**config.mk**
```make
export PLATFORM = sky130hd
export DESIGN_NAME = axi4_lite_rr_arbiter_flat
export DESIGN_NICKNAME = d
export VERILOG_FILES = /design/src/rtl/axi4_lite_rr_arbiter_if.sv /design/src/rtl/axi4_lite_rr_arbiter.sv /design/src/flat_wrapper.sv
export SDC_FILE = /design/constraint.sdc
export NUM_CORES = 1
export LEC_CHECK = 0
export BUFFER_PORTS_ARGS = -buffer_cell sky130_fd_sc_hd__buf_2
export CAP_MARGIN = 10
export CORE_AREA = 2 2 178 180
export DETAILED_ROUTE_END_ITERATION = 10
export DIE_AREA = 0 0 180 182
export PLACE_DENSITY_LB_ADDON = 0.15
export SLEW_MARGIN = 0
export SYNTH_ARGS = -nofsm -noshare
export SYNTH_HDL_FRONTEND = slang
export SYNTH_SLANG_ARGS = --single-unit
```
**constraint.sdc**
```tcl
create_clock -name aclk -period 1.3 [get_ports aclk]
set_input_delay 0.26 -clock aclk [delete_from_list [all_inputs] [get_ports aclk]]
set_output_delay 0.26 -clock aclk [all_outputs]
set_load 0.03 [all_outputs]
```
**src/rtl/axi4_lite_rr_arbiter_if.sv**
```systemverilog
// Bus bundle for the AXI4-Lite round-robin arbiter: N packed upstream ports
// (master i at slice i) plus the single downstream port to the shared slave.
interface axi4_lite_rr_arbiter_if #(
  parameter int unsigned NUM_MASTERS   = 2,
  parameter int unsigned ADDRESS_WIDTH = 32,
  parameter int unsigned DATA_WIDTH    = 32
);
  localparam int unsigned N  = NUM_MASTERS;
  localparam int unsigned A  = ADDRESS_WIDTH;
  localparam int unsigned D  = DATA_WIDTH;
  localparam int unsigned SW = DATA_WIDTH / 8;

  logic [N*A-1:0]  s_awaddr;
  logic [N*3-1:0]  s_awprot;
  logic [N-1:0]    s_awvalid;
  logic [N-1:0]    s_awready;
  logic [N*D-1:0]  s_wdata;
  logic [N*SW-1:0] s_wstrb;
  logic [N-1:0]    s_wvalid;
  logic [N-1:0]    s_wready;
  logic [N*2-1:0]  s_bresp;
  logic [N-1:0]    s_bvalid;
  logic [N-1:0]    s_bready;
  logic [N*A-1:0]  s_araddr;
  logic [N*3-1:0]  s_arprot;
  logic [N-1:0]    s_arvalid;
  logic [N-1:0]    s_arready;
  logic [N*D-1:0]  s_rdata;
  logic [N*2-1:0]  s_rresp;
  logic [N-1:0]    s_rvalid;
  logic [N-1:0]    s_rready;

  logic [A-1:0]    m_awaddr;
  logic [2:0]      m_awprot;
  logic            m_awvalid;
  logic            m_awready;
  logic [D-1:0]    m_wdata;
  logic [SW-1:0]   m_wstrb;
  logic            m_wvalid;
  logic            m_wready;
  logic [1:0]      m_bresp;
  logic            m_bvalid;
  logic            m_bready;
  logic [A-1:0]    m_araddr;
  logic [2:0]      m_arprot;
  logic            m_arvalid;
  logic            m_arready;
  logic [D-1:0]    m_rdata;
  logic [1:0]      m_rresp;
  logic            m_rvalid;
  logic            m_rready;

  // Arbiter view: slave to the upstream masters, master to the downstream slave.
  modport slave (
    input  s_awaddr, s_awprot, s_awvalid, s_wdata, s_wstrb, s_wvalid, s_bready,
           s_araddr, s_arprot, s_arvalid, s_rready,
           m_awready, m_wready, m_bresp, m_bvalid, m_arready, m_rdata, m_rresp, m_rvalid,
    output s_awready, s_wready, s_bresp, s_bvalid, s_arready, s_rdata, s_rresp, s_rvalid,
           m_awaddr, m_awprot, m_awvalid, m_wdata, m_wstrb, m_wvalid, m_bready,
           m_araddr, m_arprot, m_arvalid, m_rready
  );

  // Environment view: the upstream masters and the downstream slave together.
  modport master (
    output s_awaddr, s_awprot, s_awvalid, s_wdata, s_wstrb, s_wvalid, s_bready,
           s_araddr, s_arprot, s_arvalid, s_rready,
           m_awready, m_wready, m_bresp, m_bvalid, m_arready, m_rdata, m_rresp, m_rvalid,
    input  s_awready, s_wready, s_bresp, s_bvalid, s_arready, s_rdata, s_rresp, s_rvalid,
           m_awaddr, m_awprot, m_awvalid, m_wdata, m_wstrb, m_wvalid, m_bready,
           m_araddr, m_arprot, m_arvalid, m_rready
  );
endinterface

```
**src/rtl/axi4_lite_rr_arbiter.sv**
```systemverilog
// Shares one AXI4-Lite slave between NUM_MASTERS masters; independent round-robin
// write and read paths, each with a single transaction in flight.
module axi4_lite_rr_arbiter #(
  parameter int unsigned NUM_MASTERS   = 2,
  parameter int unsigned ADDRESS_WIDTH = 32,
  parameter int unsigned DATA_WIDTH    = 32
) (
  input  logic                    aclk,
  input  logic                    aresetn,
  axi4_lite_rr_arbiter_if.slave   bus,
  output logic [NUM_MASTERS-1:0]  wr_grant,
  output logic [NUM_MASTERS-1:0]  rd_grant
);
  localparam int unsigned N  = NUM_MASTERS;
  localparam int unsigned A  = ADDRESS_WIDTH;
  localparam int unsigned D  = DATA_WIDTH;
  localparam int unsigned SW = DATA_WIDTH / 8;
  localparam int unsigned IW = (N > 1) ? $clog2(N) : 1;

  typedef enum logic [1:0] {W_IDLE, W_ADDR, W_RESP} w_state_t;
  typedef enum logic [1:0] {R_IDLE, R_ADDR, R_DATA} r_state_t;

  w_state_t      w_state, w_state_d;
  r_state_t      r_state, r_state_d;
  logic [IW-1:0] w_idx, w_idx_d, w_ptr, w_ptr_d;
  logic [IW-1:0] r_idx, r_idx_d, r_ptr, r_ptr_d;
  logic [N-1:0]  wr_grant_d, rd_grant_d;
  logic          aw_done, aw_done_d, w_done, w_done_d;
  logic          aw_hs, w_hs;

  // First requester at or after ptr, wrapping modulo N.
  function automatic logic [IW-1:0] rr_pick(input logic [N-1:0] req, input logic [IW-1:0] ptr);
    logic [IW-1:0] win;
    logic [IW-1:0] idx;
    logic          found;
    win   = ptr;
    found = 1'b0;
    for (int unsigned i = 0; i < N; i++) begin
      idx = IW'((32'(ptr) + i) % N);
      if (!found && req[idx]) begin
        win   = idx;
        found = 1'b1;
      end
    end
    return win;
  endfunction

  function automatic logic [IW-1:0] rr_next(input logic [IW-1:0] idx);
    return (32'(idx) == N - 1) ? '0 : IW'(32'(idx) + 1);
  endfunction

  always_ff @(posedge aclk or negedge aresetn) begin
    if (!aresetn) begin
      w_state  <= W_IDLE;
      r_state  <= R_IDLE;
      w_idx    <= '0;
      w_ptr    <= '0;
      r_idx    <= '0;
      r_ptr    <= '0;
      wr_grant <= '0;
      rd_grant <= '0;
      aw_done  <= 1'b0;
      w_done   <= 1'b0;
    end else begin
      w_state  <= w_state_d;
      r_state  <= r_state_d;
      w_idx    <= w_idx_d;
      w_ptr    <= w_ptr_d;
      r_idx    <= r_idx_d;
      r_ptr    <= r_ptr_d;
      wr_grant <= wr_grant_d;
      rd_grant <= rd_grant_d;
      aw_done  <= aw_done_d;
      w_done   <= w_done_d;
    end
  end

  // Write path: grant, AW/W in any order, then route B back to the owner.
  always_comb begin
    w_state_d     = w_state;
    w_idx_d       = w_idx;
    w_ptr_d       = w_ptr;
    wr_grant_d    = wr_grant;
    aw_done_d     = aw_done;
    w_done_d      = w_done;
    aw_hs         = 1'b0;
    w_hs          = 1'b0;
    bus.m_awaddr  = bus.s_awaddr[32'(w_idx) * A +: A];
    bus.m_awprot  = bus.s_awprot[32'(w_idx) * 3 +: 3];
    bus.m_wdata   = bus.s_wdata[32'(w_idx) * D +: D];
    bus.m_wstrb   = bus.s_wstrb[32'(w_idx) * SW +: SW];
    bus.m_awvalid = 1'b0;
    bus.m_wvalid  = 1'b0;
    bus.m_bready  = 1'b0;
    bus.s_awready = '0;
    bus.s_wready  = '0;
    bus.s_bvalid  = '0;
    bus.s_bresp   = '0;
    case (w_state)
      W_IDLE: begin
        if (|bus.s_awvalid) begin
          w_idx_d    = rr_pick(bus.s_awvalid, w_ptr);
          wr_grant_d = N'(1) << w_idx_d;
          w_state_d  = W_ADDR;
        end
      end
      W_ADDR: begin
        bus.m_awvalid        = bus.s_awvalid[w_idx] & ~aw_done;
        bus.m_wvalid         = bus.s_wvalid[w_idx] & ~w_done;
        bus.s_awready[w_idx] = bus.m_awready & ~aw_done;
        bus.s_wready[w_idx]  = bus.m_wready & ~w_done;
        aw_hs                = bus.s_awvalid[w_idx] & ~aw_done & bus.m_awready;
        w_hs                 = bus.s_wvalid[w_idx] & ~w_done & bus.m_wready;
        aw_done_d            = aw_done | aw_hs;
        w_done_d             = w_done | w_hs;
        if (aw_done_d && w_done_d) begin
          aw_done_d = 1'b0;
          w_done_d  = 1'b0;
          w_state_d = W_RESP;
        end
      end
      W_RESP: begin
        bus.s_bvalid[w_idx]               = bus.m_bvalid;
        bus.s_bresp[32'(w_idx) * 2 +: 2]  = bus.m_bresp;
        bus.m_bready                      = bus.s_bready[w_idx];
        if (bus.m_bvalid && bus.s_bready[w_idx]) begin
          w_ptr_d    = rr_next(w_idx);
          wr_grant_d = '0;
          w_state_d  = W_IDLE;
        end
      end
      default: w_state_d = W_IDLE;
    endcase
  end

  // Read path: grant, forward AR, then route R back to the owner.
  always_comb begin
    r_state_d     = r_state;
    r_idx_d       = r_idx;
    r_ptr_d       = r_ptr;
    rd_grant_d    = rd_grant;
    bus.m_araddr  = bus.s_araddr[32'(r_idx) * A +: A];
    bus.m_arprot  = bus.s_arprot[32'(r_idx) * 3 +: 3];
    bus.m_arvalid = 1'b0;
    bus.m_rready  = 1'b0;
    bus.s_arready = '0;
    bus.s_rvalid  = '0;
    bus.s_rdata   = '0;
    bus.s_rresp   = '0;
    case (r_state)
      R_IDLE: begin
        if (|bus.s_arvalid) begin
          r_idx_d    = rr_pick(bus.s_arvalid, r_ptr);
          rd_grant_d = N'(1) << r_idx_d;
          r_state_d  = R_ADDR;
        end
      end
      R_ADDR: begin
        bus.m_arvalid        = bus.s_arvalid[r_idx];
        bus.s_arready[r_idx] = bus.m_arready;
        if (bus.s_arvalid[r_idx] && bus.m_arready) r_state_d = R_DATA;
      end
      R_DATA: begin
        bus.s_rvalid[r_idx]              = bus.m_rvalid;
        bus.s_rdata[32'(r_idx) * D +: D] = bus.m_rdata;
        bus.s_rresp[32'(r_idx) * 2 +: 2] = bus.m_rresp;
        bus.m_rready                     = bus.s_rready[r_idx];
        if (bus.m_rvalid && bus.s_rready[r_idx]) begin
          r_ptr_d    = rr_next(r_idx);
          rd_grant_d = '0;
          r_state_d  = R_IDLE;
        end
      end
      default: r_state_d = R_IDLE;
    endcase
  end
endmodule
```
**src/flat_wrapper.sv**
```systemverilog
// flat-port wrapper written by rule: the top's interface ports become plain ports
module axi4_lite_rr_arbiter_flat 
#(
  parameter int unsigned NUM_MASTERS   = 2,
  parameter int unsigned ADDRESS_WIDTH = 32,
  parameter int unsigned DATA_WIDTH    = 32
)
  (aclk, aresetn, wr_grant, rd_grant, bus_s_awaddr, bus_s_awprot, bus_s_awvalid, bus_s_wdata, bus_s_wstrb, bus_s_wvalid, bus_s_bready, bus_s_araddr, bus_s_arprot, bus_s_arvalid, bus_s_rready, bus_m_awready, bus_m_wready, bus_m_bresp, bus_m_bvalid, bus_m_arready, bus_m_rdata, bus_m_rresp, bus_m_rvalid, bus_s_awready, bus_s_wready, bus_s_bresp, bus_s_bvalid, bus_s_arready, bus_s_rdata, bus_s_rresp, bus_s_rvalid, bus_m_awaddr, bus_m_awprot, bus_m_awvalid, bus_m_wdata, bus_m_wstrb, bus_m_wvalid, bus_m_bready, bus_m_araddr, bus_m_arprot, bus_m_arvalid, bus_m_rready);
  axi4_lite_rr_arbiter_if #(.NUM_MASTERS(NUM_MASTERS), .ADDRESS_WIDTH(ADDRESS_WIDTH), .DATA_WIDTH(DATA_WIDTH)) bus_i ();
  input  logic aclk;
  input  logic aresetn;
  output logic [NUM_MASTERS-1:0] wr_grant;
  output logic [NUM_MASTERS-1:0] rd_grant;
  input wire logic [$bits(bus_i.s_awaddr)-1:0] bus_s_awaddr;
  input wire logic [$bits(bus_i.s_awprot)-1:0] bus_s_awprot;
  input wire logic [$bits(bus_i.s_awvalid)-1:0] bus_s_awvalid;
  input wire logic [$bits(bus_i.s_wdata)-1:0] bus_s_wdata;
  input wire logic [$bits(bus_i.s_wstrb)-1:0] bus_s_wstrb;
  input wire logic [$bits(bus_i.s_wvalid)-1:0] bus_s_wvalid;
  input wire logic [$bits(bus_i.s_bready)-1:0] bus_s_bready;
  input wire logic [$bits(bus_i.s_araddr)-1:0] bus_s_araddr;
  input wire logic [$bits(bus_i.s_arprot)-1:0] bus_s_arprot;
  input wire logic [$bits(bus_i.s_arvalid)-1:0] bus_s_arvalid;
  input wire logic [$bits(bus_i.s_rready)-1:0] bus_s_rready;
  input wire logic [$bits(bus_i.m_awready)-1:0] bus_m_awready;
  input wire logic [$bits(bus_i.m_wready)-1:0] bus_m_wready;
  input wire logic [$bits(bus_i.m_bresp)-1:0] bus_m_bresp;
  input wire logic [$bits(bus_i.m_bvalid)-1:0] bus_m_bvalid;
  input wire logic [$bits(bus_i.m_arready)-1:0] bus_m_arready;
  input wire logic [$bits(bus_i.m_rdata)-1:0] bus_m_rdata;
  input wire logic [$bits(bus_i.m_rresp)-1:0] bus_m_rresp;
  input wire logic [$bits(bus_i.m_rvalid)-1:0] bus_m_rvalid;
  output wire logic [$bits(bus_i.s_awready)-1:0] bus_s_awready;
  output wire logic [$bits(bus_i.s_wready)-1:0] bus_s_wready;
  output wire logic [$bits(bus_i.s_bresp)-1:0] bus_s_bresp;
  output wire logic [$bits(bus_i.s_bvalid)-1:0] bus_s_bvalid;
  output wire logic [$bits(bus_i.s_arready)-1:0] bus_s_arready;
  output wire logic [$bits(bus_i.s_rdata)-1:0] bus_s_rdata;
  output wire logic [$bits(bus_i.s_rresp)-1:0] bus_s_rresp;
  output wire logic [$bits(bus_i.s_rvalid)-1:0] bus_s_rvalid;
  output wire logic [$bits(bus_i.m_awaddr)-1:0] bus_m_awaddr;
  output wire logic [$bits(bus_i.m_awprot)-1:0] bus_m_awprot;
  output wire logic [$bits(bus_i.m_awvalid)-1:0] bus_m_awvalid;
  output wire logic [$bits(bus_i.m_wdata)-1:0] bus_m_wdata;
  output wire logic [$bits(bus_i.m_wstrb)-1:0] bus_m_wstrb;
  output wire logic [$bits(bus_i.m_wvalid)-1:0] bus_m_wvalid;
  output wire logic [$bits(bus_i.m_bready)-1:0] bus_m_bready;
  output wire logic [$bits(bus_i.m_araddr)-1:0] bus_m_araddr;
  output wire logic [$bits(bus_i.m_arprot)-1:0] bus_m_arprot;
  output wire logic [$bits(bus_i.m_arvalid)-1:0] bus_m_arvalid;
  output wire logic [$bits(bus_i.m_rready)-1:0] bus_m_rready;
  assign bus_i.s_awaddr = bus_s_awaddr;
  assign bus_i.s_awprot = bus_s_awprot;
  assign bus_i.s_awvalid = bus_s_awvalid;
  assign bus_i.s_wdata = bus_s_wdata;
  assign bus_i.s_wstrb = bus_s_wstrb;
  assign bus_i.s_wvalid = bus_s_wvalid;
  assign bus_i.s_bready = bus_s_bready;
  assign bus_i.s_araddr = bus_s_araddr;
  assign bus_i.s_arprot = bus_s_arprot;
  assign bus_i.s_arvalid = bus_s_arvalid;
  assign bus_i.s_rready = bus_s_rready;
  assign bus_i.m_awready = bus_m_awready;
  assign bus_i.m_wready = bus_m_wready;
  assign bus_i.m_bresp = bus_m_bresp;
  assign bus_i.m_bvalid = bus_m_bvalid;
  assign bus_i.m_arready = bus_m_arready;
  assign bus_i.m_rdata = bus_m_rdata;
  assign bus_i.m_rresp = bus_m_rresp;
  assign bus_i.m_rvalid = bus_m_rvalid;
  assign bus_s_awready = bus_i.s_awready;
  assign bus_s_wready = bus_i.s_wready;
  assign bus_s_bresp = bus_i.s_bresp;
  assign bus_s_bvalid = bus_i.s_bvalid;
  assign bus_s_arready = bus_i.s_arready;
  assign bus_s_rdata = bus_i.s_rdata;
  assign bus_s_rresp = bus_i.s_rresp;
  assign bus_s_rvalid = bus_i.s_rvalid;
  assign bus_m_awaddr = bus_i.m_awaddr;
  assign bus_m_awprot = bus_i.m_awprot;
  assign bus_m_awvalid = bus_i.m_awvalid;
  assign bus_m_wdata = bus_i.m_wdata;
  assign bus_m_wstrb = bus_i.m_wstrb;
  assign bus_m_wvalid = bus_i.m_wvalid;
  assign bus_m_bready = bus_i.m_bready;
  assign bus_m_araddr = bus_i.m_araddr;
  assign bus_m_arprot = bus_i.m_arprot;
  assign bus_m_arvalid = bus_i.m_arvalid;
  assign bus_m_rready = bus_i.m_rready;
  axi4_lite_rr_arbiter #(.NUM_MASTERS(NUM_MASTERS), .ADDRESS_WIDTH(ADDRESS_WIDTH), .DATA_WIDTH(DATA_WIDTH)) u_core (.aclk(aclk), .aresetn(aresetn), .bus(bus_i), .wr_grant(wr_grant), .rd_grant(rd_grant));
endmodule
```
==> run summary <==
Tcrit/Tclk final -> 139.8%
detailed placement HPWL -> 15,980 um
post-layout util -> 26.86%
max_cap viols -> 0
Root Buffer -> clkbuf_16
Die W -> 180 um
R2R Path End -> u_core.aw_done
Routed Antenna Nets -> 0
P_leak -> 0.004386 uW
Adder-Cell Fraction of Synth Area -> 0%
Final Setup Violations -> 203
worst setup margin -> -0.5173 ns
critical path class -> reg -> out
synth unique cells -> 36
largest fanout on the critical path -> 6
CP arrival -> 1.56 ns
CTS max path bufs -> 2
Post-synth ARST share -> 100.0%
row count -> 65
yosys synthesis warning count -> 0
Residual DRC -> 0
Tot GR Track Use -> 10.02%
violated checks -> negative setup slack
TritonCTS Buffers -> 3
Syn Area/Cell -> 9.025 sq um
Synth Area in XOR/XNOR -> 0%
Max Fclk -> 550.3 MHz
grt total ovfl -> 0
Post-Syn Area -> 2626 sq um
Avg WL per Cell -> 16.53 um
layout cells sized above 1 -> 93.39%
WP data required -> 1.04 ns
Final min period -> 1.817 ns
worst hold endpoint -> u_core.w_ptr
Syn-to-layout area delta -> 216.9%
setup TNS -> -85.97 ns
vias per std cell -> 3.483
largest family of logic cells by synthesized area -> multiplexers
reg-to-reg slack, setup -> -0.29 ns
CTS tree -> done
number of global-route vias before repair -> 4,039
Worst Tran Pin Value -> 0.3533 ns
status -> complete, but fails checks
largest net degree at the start of global routing -> 36
hold path startpoint -> bus_s_bready[1]
Slew HR -> 76.20%
hold depth -> 4
reg-to-reg startpoint -> u_core.w_idx
placer congestion estimate -> 0.7276
compound-cell area share of the yosys netlist -> 7.242%
chip height -> 182 um
RSZ-0062 raised after global routing -> true
Pwr Total -> 15,580 uW
clk slew on worst S/H paths -> 0.05 ns
port bufs -> 461
Mapped Cells -> 291
drt first-iter violations -> 104
syn nets -> 556
Reg2Reg Depth -> 5
#FFs+latches synth -> 14
Worst Setup End Kind -> primary output
Inst Count DP -> 1,166
Routed WL -> 19,970 um
vias -> 4,208
Final Net Count -> 1,068
final setup skew -> 0.0007633 ns
Hold Path Class -> in -> reg
clock sink total -> 14
power per cell area -> 1871 nW/um^2
Max VDD drop -> 0.7193 mV
core footprint -> 30,990 sq um
multiplexer share of the synthesized area -> 47.59%
antenna violations before repair -> 1
1st-pass router iterations -> 4
worst-skew pair later-pin latency -> 0.25 ns
H-tree Lvls -> 1
dominant synthesized flop cell -> dfrtp_1
IO Pins -> 462
post-synthesis sequential area ratio -> 13.34%
Starting Density -> 8.476%
die area -> 32,760 sq um
Fin. Hold Viols -> 0
EDFF count, synth -> 0
first-pass GRT wire length -> 25,900 um
CP startpoint kind -> register
Slew Limit Fails -> 0
Synth Area in Simple Gates -> 26.25%
Cell Count, Final, Fillers Out -> 1,208
## logic make-up after synthesis
kind of cell / after synthesis
flops: 14
compound gates: 27
simple gates: 113
buf+inv: 26
mux: 111
## worst max-delay path by stage
| stage | startpoint | end |
|---|---|---|
| 2_1_floorplan | u_core.w_idx | bus_m_awaddr[0] |
| 3_3_place_gp | u_core.w_idx | bus_m_awaddr[23] |
| 3_5_place_dp | u_core.w_idx | bus_m_awaddr[23] |
| 4_1_cts | u_core.w_idx | bus_m_awaddr[23] |
| 5_1_grt | u_core.r_idx | bus_m_araddr[21] |
| 6_report | u_core.r_idx | bus_m_araddr[21] |
## area by class of cell
class                   count  area (sq um)
fillers                  3355         22660
repair buffers            528          4422
multi-input cells         251          2922
well taps                 402         503.0
flip-flops and latches     14         359.1
clock buffers               4         88.84
inverters                   5         18.77
diodes                      4         10.01
## through the flow
| stage | hold WS [ns] | setup WS, ns | instance area [sq um] |
|---|---|---|---|
| after floorplan | -0.03559 | -0.09022 | 3336 |
| after global placement | 0.2059 | -0.3270 | 6269 |
| after detailed placement | 0.2029 | -0.3206 | 6269 |
| after CTS | 0.3578 | -0.5302 | 7372 |
| after global routing | 0.3976 | -0.5479 | 8313 |
| final | 0.3674 | -0.5173 | 8323 |
## critical path: stages (launching register included)
cell	delay [ns]
dfrtp_2	0.46
buf_6	0.16
buf_8	0.13
buf_12	0.13
mux2_4	0.30
buf_6	0.14
## layout by cell type (no fill, tap or decap), types with 3 or more instances in the layout
cell / netlist / routed
buf_2: 7 / 269
buf_6: 1 / 192
mux2_4: 1 / 104
and2_4: 0 / 68
buf_4: 7 / 37
buf_12: 0 / 11
clkbuf_16: 0 / 9
dfrtp_1: 14 / 9
o21a_1: 7 / 7
buf_8: 0 / 6
buf_16: 0 / 6
nand2_1: 5 / 5
nor2_4: 1 / 5
and2_2: 0 / 5
o21ai_0: 9 / 5
diode_2: 0 / 4
and3_4: 0 / 4
inv_1: 5 / 4
mux2_2: 107 / 4
nor2_1: 8 / 4
dfrtp_2: 0 / 4
mux2i_4: 0 / 3
## layer usage
metal / vias up / GRT usage, % / wire [um]
met5: - / 0 / 13
met4: 2 / 0.7154 / 17
met3: 4 / 1.725 / 987
met2: 150 / 17.12 / 10180
met1: 1994 / 13.71 / 8768
li1: 2058 / - / -
## sequential cells by signal, summed over array words and instances (netlist names)
name	count
u_core.r_state	2
u_core.rd_grant	2
u_core.w_state	2
u_core.wr_grant	2
u_core.aw_done	1
u_core.r_idx	1
u_core.r_ptr	1
u_core.w_done	1
u_core.w_idx	1
u_core.w_ptr	1
## cells in the mapped netlist, drive strengths merged, types with 3 or more instances
cell / n / area, sq um
mux2: 108 / 1220
and2: 75 / 469.2
buf: 15 / 98.84
dfrtp: 14 / 350.3
nor2: 9 / 41.29
o21ai: 9 / 45.04
and3: 7 / 43.79
o21a: 7 / 52.55
clkbuf: 6 / 28.77
inv: 5 / 18.77
nand2: 5 / 18.77
nor2b: 4 / 25.02
mux2i: 3 / 30.03
nand2b: 3 / 21.27
## where the power goes
| part | switching (uW) | leakage (uW) | total (uW) | internal (uW) |
|---|---|---|---|---|
| Combinational | 6540 | 0.00419 | 14000 | 7450 |
| Clock | 196 | 0.0000442 | 663 | 467 |
| Sequential | 279 | 0.000156 | 927 | 648 |
## repair_timing
action	4_1_cts	5_1_grt
buffers inserted	13	13
hold buffers	1	0
setup endpoints to repair	203	204
gates cloned	3	11
hold endpoints to repair	14	0
pin swaps	8	13
gates resized for setup	252	256
(Power assumes the default switching activity.)
